File: config.mk
export PLATFORM = sky130hd
export DESIGN_NAME = food_placer
export DESIGN_NICKNAME = d
export VERILOG_FILES = /design/src/rtl/snake_pkg.sv /design/src/rtl/food_scan_step.sv /design/src/rtl/food_placer.sv
export SDC_FILE = /design/constraint.sdc
export NUM_CORES = 1
export LEC_CHECK = 0
export BUFFER_PORTS_ARGS = -buffer_cell sky130_fd_sc_hd__buf_2
export CAP_MARGIN = 25
export CORE_MARGIN = 2
export CORE_UTILIZATION = 45
export CTS_CLUSTER_SIZE = 14
export DETAILED_ROUTE_END_ITERATION = 7
export GPL_TIMING_DRIVEN = 0
export PLACE_DENSITY = 0.74
export SYNTH_ARGS = -nofsm -noshare
export SYNTH_HDL_FRONTEND = slang
export SYNTH_SLANG_ARGS = --single-unit
File: constraint.sdc
create_clock -name MasterClock -period 1.69 [get_ports MasterClock]
set_input_delay 0.2535 -clock MasterClock [delete_from_list [all_inputs] [get_ports MasterClock]]
set_output_delay 0.2535 -clock MasterClock [all_outputs]
set_load 0.01 [all_outputs]
File: src/rtl/snake_pkg.sv
// Shared snake-game definitions: grid geometry, block encodings and the
// food placer state type.
package snake_pkg;

  localparam int unsigned GRID_HEIGHT    = 24;
  localparam int unsigned GRID_WIDTH     = 32;
  localparam int unsigned BITS_PER_BLOCK = 2;

  localparam int unsigned BLOCK_EMPTY = 0;
  localparam int unsigned BLOCK_WALL  = 1;
  localparam int unsigned BLOCK_SNAKE = 2;
  localparam int unsigned BLOCK_FOOD  = 3;

  // The SCAN_* states are only reachable in the scan-fallback build.
  typedef enum logic [2:0] {
    ST_IDLE,
    ST_SAMPLE,
    ST_LOOKUP,
    ST_CHECK,
    ST_WRITE,
    ST_DONE,
    ST_SCAN_LOOKUP,
    ST_SCAN_CHECK
  } placer_state_e;

endpackage

File: src/rtl/food_scan_step.sv
// Combinational step to the next interior grid cell in row-major order,
// wrapping column then row, with a flag for arriving back at a start cell.
module food_scan_step
  import snake_pkg::*;
(
  input  logic [$clog2(GRID_HEIGHT)-1:0] i_cur_v,
  input  logic [$clog2(GRID_WIDTH)-1:0]  i_cur_h,
  input  logic [$clog2(GRID_HEIGHT)-1:0] i_start_v,
  input  logic [$clog2(GRID_WIDTH)-1:0]  i_start_h,
  output logic [$clog2(GRID_HEIGHT)-1:0] o_nxt_v,
  output logic [$clog2(GRID_WIDTH)-1:0]  o_nxt_h,
  output logic                           o_at_start
);

  localparam int unsigned VW = $clog2(GRID_HEIGHT);
  localparam int unsigned HW = $clog2(GRID_WIDTH);

  always_comb begin
    o_nxt_v = i_cur_v;
    o_nxt_h = i_cur_h + HW'(1);
    if (i_cur_h >= HW'(GRID_WIDTH - 2)) begin
      o_nxt_h = HW'(1);
      if (i_cur_v >= VW'(GRID_HEIGHT - 2)) o_nxt_v = VW'(1);
      else                                 o_nxt_v = i_cur_v + VW'(1);
    end
  end

  assign o_at_start = (o_nxt_v == i_start_v) && (o_nxt_h == i_start_h);

endmodule

File: src/rtl/food_placer.sv
// Food placer: draws random candidates, checks them against the grid RAM and
// writes BLOCK_FOOD into the first empty interior cell found.
// Optional macro FOOD_PLACER_SCAN_FALLBACK_EN adds a linear-scan fallback
// after MAX_TRIES rejected candidates and reports GridFull.
module food_placer
  import snake_pkg::*;
#(
  parameter int unsigned MAX_TRIES = 16
) (
  input  logic                            MasterClock,
  input  logic                            Reset,
  input  logic                            PlaceReq,
  input  logic [$clog2(GRID_HEIGHT)-1:0]  CandV,
  input  logic [$clog2(GRID_WIDTH)-1:0]   CandH,
  output logic [$clog2(GRID_HEIGHT)-1:0]  RdV,
  output logic [$clog2(GRID_WIDTH)-1:0]   RdH,
  input  logic [BITS_PER_BLOCK-1:0]       RdData,
  output logic                            WrEn,
  output logic [$clog2(GRID_HEIGHT)-1:0]  WrV,
  output logic [$clog2(GRID_WIDTH)-1:0]   WrH,
  output logic [BITS_PER_BLOCK-1:0]       WrData,
  output logic [$clog2(GRID_HEIGHT)-1:0]  FoodV,
  output logic [$clog2(GRID_WIDTH)-1:0]   FoodH,
  output logic                            Busy,
  output logic                            Done,
  output logic                            GridFull
);

  localparam int unsigned VW = $clog2(GRID_HEIGHT);
  localparam int unsigned HW = $clog2(GRID_WIDTH);
  localparam int unsigned TW = $clog2(MAX_TRIES + 1);

  placer_state_e   r_state;
  placer_state_e   w_state_nxt;
  logic [TW-1:0]   r_tries;
  logic [TW-1:0]   w_tries_inc;
  logic [VW-1:0]   r_cur_v;
  logic [HW-1:0]   r_cur_h;
  logic            w_cand_int;
  logic            w_empty;

`ifdef FOOD_PLACER_SCAN_FALLBACK_EN
  logic [VW-1:0]   r_start_v;
  logic [HW-1:0]   r_start_h;
  logic [VW-1:0]   w_nxt_v;
  logic [HW-1:0]   w_nxt_h;
  logic            w_at_start;
  logic            w_fallback;
  logic            r_grid_full;

  food_scan_step u_scan_step (
    .i_cur_v    (r_cur_v),
    .i_cur_h    (r_cur_h),
    .i_start_v  (r_start_v),
    .i_start_h  (r_start_h),
    .o_nxt_v    (w_nxt_v),
    .o_nxt_h    (w_nxt_h),
    .o_at_start (w_at_start)
  );

  assign w_fallback = (w_tries_inc == TW'(MAX_TRIES));
  assign GridFull   = r_grid_full;
`else
  assign GridFull = 1'b0;
`endif

  assign w_cand_int = (CandV >= VW'(1)) && (CandV <= VW'(GRID_HEIGHT - 2)) &&
                      (CandH >= HW'(1)) && (CandH <= HW'(GRID_WIDTH - 2));
  assign w_empty    = (RdData == BITS_PER_BLOCK'(BLOCK_EMPTY));
  assign w_tries_inc = (r_tries == TW'(MAX_TRIES)) ? r_tries : r_tries + TW'(1);

  always_ff @(posedge MasterClock) begin
    if (Reset) r_state <= ST_IDLE;
    else       r_state <= w_state_nxt;
  end

  always_comb begin
    w_state_nxt = r_state;
    case (r_state)
      ST_IDLE:   if (PlaceReq) w_state_nxt = ST_SAMPLE;
      ST_SAMPLE: if (w_cand_int) w_state_nxt = ST_LOOKUP;
      ST_LOOKUP: w_state_nxt = ST_CHECK;
      ST_CHECK: begin
        if (w_empty) w_state_nxt = ST_WRITE;
`ifdef FOOD_PLACER_SCAN_FALLBACK_EN
        else if (w_fallback) w_state_nxt = ST_SCAN_LOOKUP;
`endif
        else w_state_nxt = ST_SAMPLE;
      end
      ST_WRITE:  w_state_nxt = ST_DONE;
      ST_DONE:   w_state_nxt = ST_IDLE;
`ifdef FOOD_PLACER_SCAN_FALLBACK_EN
      ST_SCAN_LOOKUP: w_state_nxt = ST_SCAN_CHECK;
      ST_SCAN_CHECK: begin
        if (w_empty)         w_state_nxt = ST_WRITE;
        else if (w_at_start) w_state_nxt = ST_DONE;
        else                 w_state_nxt = ST_SCAN_LOOKUP;
      end
`endif
      default:   w_state_nxt = ST_IDLE;
    endcase
  end

  // Strobes and write port are registered from the next state so every
  // output comes straight from a flop.
  always_ff @(posedge MasterClock) begin
    if (Reset) begin
      r_tries  <= '0;
      r_cur_v  <= '0;
      r_cur_h  <= '0;
      RdV      <= '0;
      RdH      <= '0;
      WrEn     <= 1'b0;
      WrV      <= '0;
      WrH      <= '0;
      WrData   <= '0;
      FoodV    <= '0;
      FoodH    <= '0;
      Busy     <= 1'b0;
      Done     <= 1'b0;
`ifdef FOOD_PLACER_SCAN_FALLBACK_EN
      r_start_v   <= '0;
      r_start_h   <= '0;
      r_grid_full <= 1'b0;
`endif
    end else begin
      WrEn   <= (w_state_nxt == ST_WRITE);
      Done   <= (w_state_nxt == ST_DONE);
      Busy   <= (w_state_nxt != ST_IDLE);
      WrData <= (w_state_nxt == ST_WRITE) ? BITS_PER_BLOCK'(BLOCK_FOOD) : '0;
      if (w_state_nxt == ST_WRITE) begin
        WrV   <= r_cur_v;
        WrH   <= r_cur_h;
        FoodV <= r_cur_v;
        FoodH <= r_cur_h;
      end
      case (r_state)
        ST_IDLE: begin
          if (PlaceReq) begin
            r_tries <= '0;
`ifdef FOOD_PLACER_SCAN_FALLBACK_EN
            r_grid_full <= 1'b0;
`endif
          end
        end
        ST_SAMPLE: begin
          r_cur_v <= CandV;
          r_cur_h <= CandH;
          RdV     <= CandV;
          RdH     <= CandH;
          if (!w_cand_int) r_tries <= w_tries_inc;
        end
        ST_CHECK: begin
          if (!w_empty) begin
            r_tries <= w_tries_inc;
`ifdef FOOD_PLACER_SCAN_FALLBACK_EN
            // Scan starts one past the rejected cell; that cell marks the end.
            if (w_fallback) begin
              r_start_v <= r_cur_v;
              r_start_h <= r_cur_h;
              r_cur_v   <= w_nxt_v;
              r_cur_h   <= w_nxt_h;
              RdV       <= w_nxt_v;
              RdH       <= w_nxt_h;
            end
`endif
          end
        end
`ifdef FOOD_PLACER_SCAN_FALLBACK_EN
        ST_SCAN_CHECK: begin
          if (!w_empty) begin
            if (w_at_start) begin
              r_grid_full <= 1'b1;
            end else begin
              r_cur_v <= w_nxt_v;
              r_cur_h <= w_nxt_h;
              RdV     <= w_nxt_v;
              RdH     <= w_nxt_h;
            end
          end
        end
`endif
        default: ;
      endcase
    end
  end

endmodule
==> load_flow_metrics.sql <==
INSERT INTO impl_metrics (metric_group, metric, value, unit) VALUES
('timing', 'report.final.hold_viol_count', '0', ''),
('final_layout', 'area_growth_syn_to_layout', '27.9', '%'),
('timing', 'final_cycle_share', '84.4', '%'),
('pwr', 'total_leakage_power', '0.712', 'nW'),
('clocking', 'clk-insertion-delay-late', '320', 'ps'),
('global_routing', 'overflow', '0', ''),
('setup_path', 'cp.required', '1910', 'ps'),
('clocking', 'clockRootBuffer', 'sky130_fd_sc_hd__clkbuf_4', ''),
('floorplanning', 'floorplan.io_pins', '51', ''),
('detailed_routing', 'antenna_left', '0', ''),
('detailed_routing', 'routed_wire_length_per_instance', '11.3', 'um'),
('setup_path', 'worst-path-max-fanout', '10', ''),
('setup_path', 'critPathLaunchType', 'register', ''),
('clocking', 'clock-sinks', '26', ''),
('placed_design', 'placement.setup.worst_slack', '258', 'ps'),
('setup_path', 'crit_start', 'r_state[0]', ''),
('synthesis', 'ys_top_cells_by_area', 'sky130_fd_sc_hd__dfxtp_1, sky130_fd_sc_hd__mux2i_1, sky130_fd_sc_hd__buf_4', ''),
('setup_path', 'crit_type', 'reg2reg', ''),
('detailed_routing', 'detail_route.first_pass.iterations', '1', ''),
('clocking', 'cts_buffers', '3', ''),
('synthesis', 'synthesis.area', '1120', 'um2'),
('floorplanning', 'rows', '18', ''),
('global_routing', 'total_global_routing_track_utilization', '16.6', '%'),
('detailed_routing', 'vias', '907', ''),
('final_layout', 'drive_above_1_share', '43.9', '%'),
('detailed_routing', 'drt-initial-drc-count', '0', ''),
('synthesis', 'dominantRegCellSynth', 'sky130_fd_sc_hd__dfxtp_1', ''),
('synthesis', 'syn-num-nets', '127', ''),
('global_routing', 'grt_first_pass_wirelength', '3.42', 'mm'),
('synthesis', 'synthArstFlopShare', '0', '%'),
('floorplanning', 'core_footprint', '2430', 'um2'),
('floorplanning', 'fp.dieH', '54.0', 'um'),
('synthesis', 'ys.warnings.count', '0', ''),
('timing', 'final.hold.worst_slack', '176', 'ps'),
('final_layout', 'layout.nets', '180', ''),
('setup_path', 'worst_setup_endpoint', 'FoodH[2]', ''),
('final_layout', 'final.fill_count', '226', ''),
('final_layout', 'multi_input_area', '460', 'um2'),
('setup_path', 'worst-r2r-setup-slack', '260', 'ps'),
('synthesis', 'ys_ff_latch', '26', ''),
('timing', 'highest_clock_frequency_the_design_can_meet', '701', 'MHz'),
('synthesis', 'synth-seq-area-share', '46.3', '%'),
('timing', 'slew_viol_final', '0', ''),
('setup_path', 'worstReg2RegEnd', 'FoodH[2]', ''),
('status', 'status', 'completed', ''),
('synthesis', 'synth_common_cells', 'sky130_fd_sc_hd__dfxtp_1, sky130_fd_sc_hd__nor2_1, sky130_fd_sc_hd__mux2i_1, sky130_fd_sc_hd__buf_4', ''),
('clocking', 'post_cts_setup_buffer_count', '0', ''),
('placed_design', 'place_hpwl', '1.71', 'mm'),
('detailed_routing', 'viasPerCell', '4.68', ''),
('pwr', 'p_per_area', '782', 'nW/um2'),
('synthesis', 'post_synth_num_cell_types', '22', ''),
('floorplanning', 'die_width', '54.0', 'um'),
('clocking', 'clk_transition_reported_paths', '130', 'ps'),
('synthesis', 'syn-mean-instance-area', '10.0', 'um2'),
('synthesis', 'synth_area_leader_cell', 'sky130_fd_sc_hd__dfxtp_1', ''),
('synthesis', 'syn_inst', '112', ''),
('timing', 'worst_slack', '264', 'ps'),
('clocking', 'cts_resized', '0', ''),
('global_routing', 'antenna_found_initial', '0', ''),
('detailed_routing', 'detail_route.wirelength', '2.19', 'mm'),
('timing', 'shortest_period_the_worst_path_allows', '1430', 'ps'),
('detailed_routing', 'route.detailed.drc', '0', ''),
('clocking', 'cts_tree', 'built', ''),
('synthesis', 'synth-edff-count', '0', ''),
('setup_path', 'crit_arrival', '1640', 'ps'),
('setup_path', 'critical_path.reg2reg.startpoint', 'r_state[0]', ''),
('clocking', 'htree_levels', '1', ''),
('synthesis', 'netlist.area_leader.share', '46.3', '%'),
('job', 'max_cap_viol_count', '0', ''),
('timing', 'worst_clock_skew', '6.15', 'ps'),
('floorplanning', 'start_util', '46.2', '%');
cell usage in the layout, fill, tap and decap left out:
master	instances
sky130_fd_sc_hd__a31oi_1	1
sky130_fd_sc_hd__nor4b_1	3
sky130_fd_sc_hd__buf_6	2
sky130_fd_sc_hd__a311oi_1	1
sky130_fd_sc_hd__dfxtp_1	26
sky130_fd_sc_hd__mux2i_1	21
sky130_fd_sc_hd__o21a_1	1
sky130_fd_sc_hd__nor3b_2	1
sky130_fd_sc_hd__or4_1	2
sky130_fd_sc_hd__a21oi_1	2
sky130_fd_sc_hd__clkbuf_4	3
sky130_fd_sc_hd__o31ai_1	1
sky130_fd_sc_hd__buf_2	49
sky130_fd_sc_hd__buf_4	14
sky130_fd_sc_hd__nor2b_1	1
sky130_fd_sc_hd__clkbuf_8	1
sky130_fd_sc_hd__conb_1	1
sky130_fd_sc_hd__nor4_4	1
sky130_fd_sc_hd__nand2_2	1
sky130_fd_sc_hd__nor2_1	26
sky130_fd_sc_hd__and3_1	1
sky130_fd_sc_hd__clkbuf_1	3
sky130_fd_sc_hd__a21o_1	1
sky130_fd_sc_hd__a211oi_1	1
area by class of cell:
cell class	count	area share, %
plain buffers	20	10.0
clock buffers	4	2.52
multi-input cells	66	32.0
flip-flops and latches	26	36.2
well taps	30	2.61
repair buffers	48	16.7
through the flow:
step           cell area (um2)  instances  utilization [%]  total power [mW]
2_1_floorplan             1120        112                -             0.770
3_3_place_gp              1400        190             57.7             0.826
3_5_place_dp              1400        190             57.7             0.831
4_1_cts                   1440        194             59.2              1.14
5_1_grt                   1440        194             59.2              1.19
6_report                  1440        194             59.2              1.13
cells by family after synthesis:
family | count (synthesis) | share of synthesized area (%)
AOI/OAI and AO/OA | 8 | 4.90
and+or+nand+nor | 36 | 17.0
other | 1 | 0.333
buffers and inverters | 20 | 12.8
muxes | 21 | 18.7
DFF | 26 | 46.3
power by group:
part	total (mW)	switching, mW	internal [mW]
registers	0.658	0.0194	0.639
logic	0.158	0.0838	0.0738
clock network	0.310	0.178	0.132
total	1.13	0.281	0.845
metal layers:
metal	up-vias	global-route usage (%)	part of all wire, %
met5	-	0	0
met4	0	6.25	1.2
met3	3	5.28	8.5
met2	31	27.6	47
met1	403	19.9	43
li1	470	-	-
critical path: stages, from the launching register on:
cell and delay (ps):
sky130_fd_sc_hd__dfxtp_1 490, sky130_fd_sc_hd__nand2_2 110, sky130_fd_sc_hd__nor4_4 240, sky130_fd_sc_hd__buf_6 220, sky130_fd_sc_hd__mux2i_1 200, sky130_fd_sc_hd__nor2_1 50
registers in the layout, summed over array words and instances, names as in the netlist:
| register | count |
|---|---|
| Busy | 1 |
| Done | 1 |
| FoodV | 5 |
| FoodH | 5 |
| r_state | 3 |
| WrData | 1 |
| r_cur_h | 5 |
| r_cur_v | 5 |
worst min path at each step:
stage | from | end | slack, ps | depth (start not counted)
after floorplan | CandH[0] | r_cur_h[0] | 400 | 2
after detailed placement | r_cur_h[4] | FoodH[4] | 510 | 2
after global placement | FoodH[2] | FoodH[2] | 500 | 2
after global routing | CandV[4] | r_cur_v[4] | 180 | 3
final | CandV[4] | r_cur_v[4] | 180 | 3
after CTS | CandV[4] | r_cur_v[4] | 170 | 3
(Power assumes the default switching activity.)
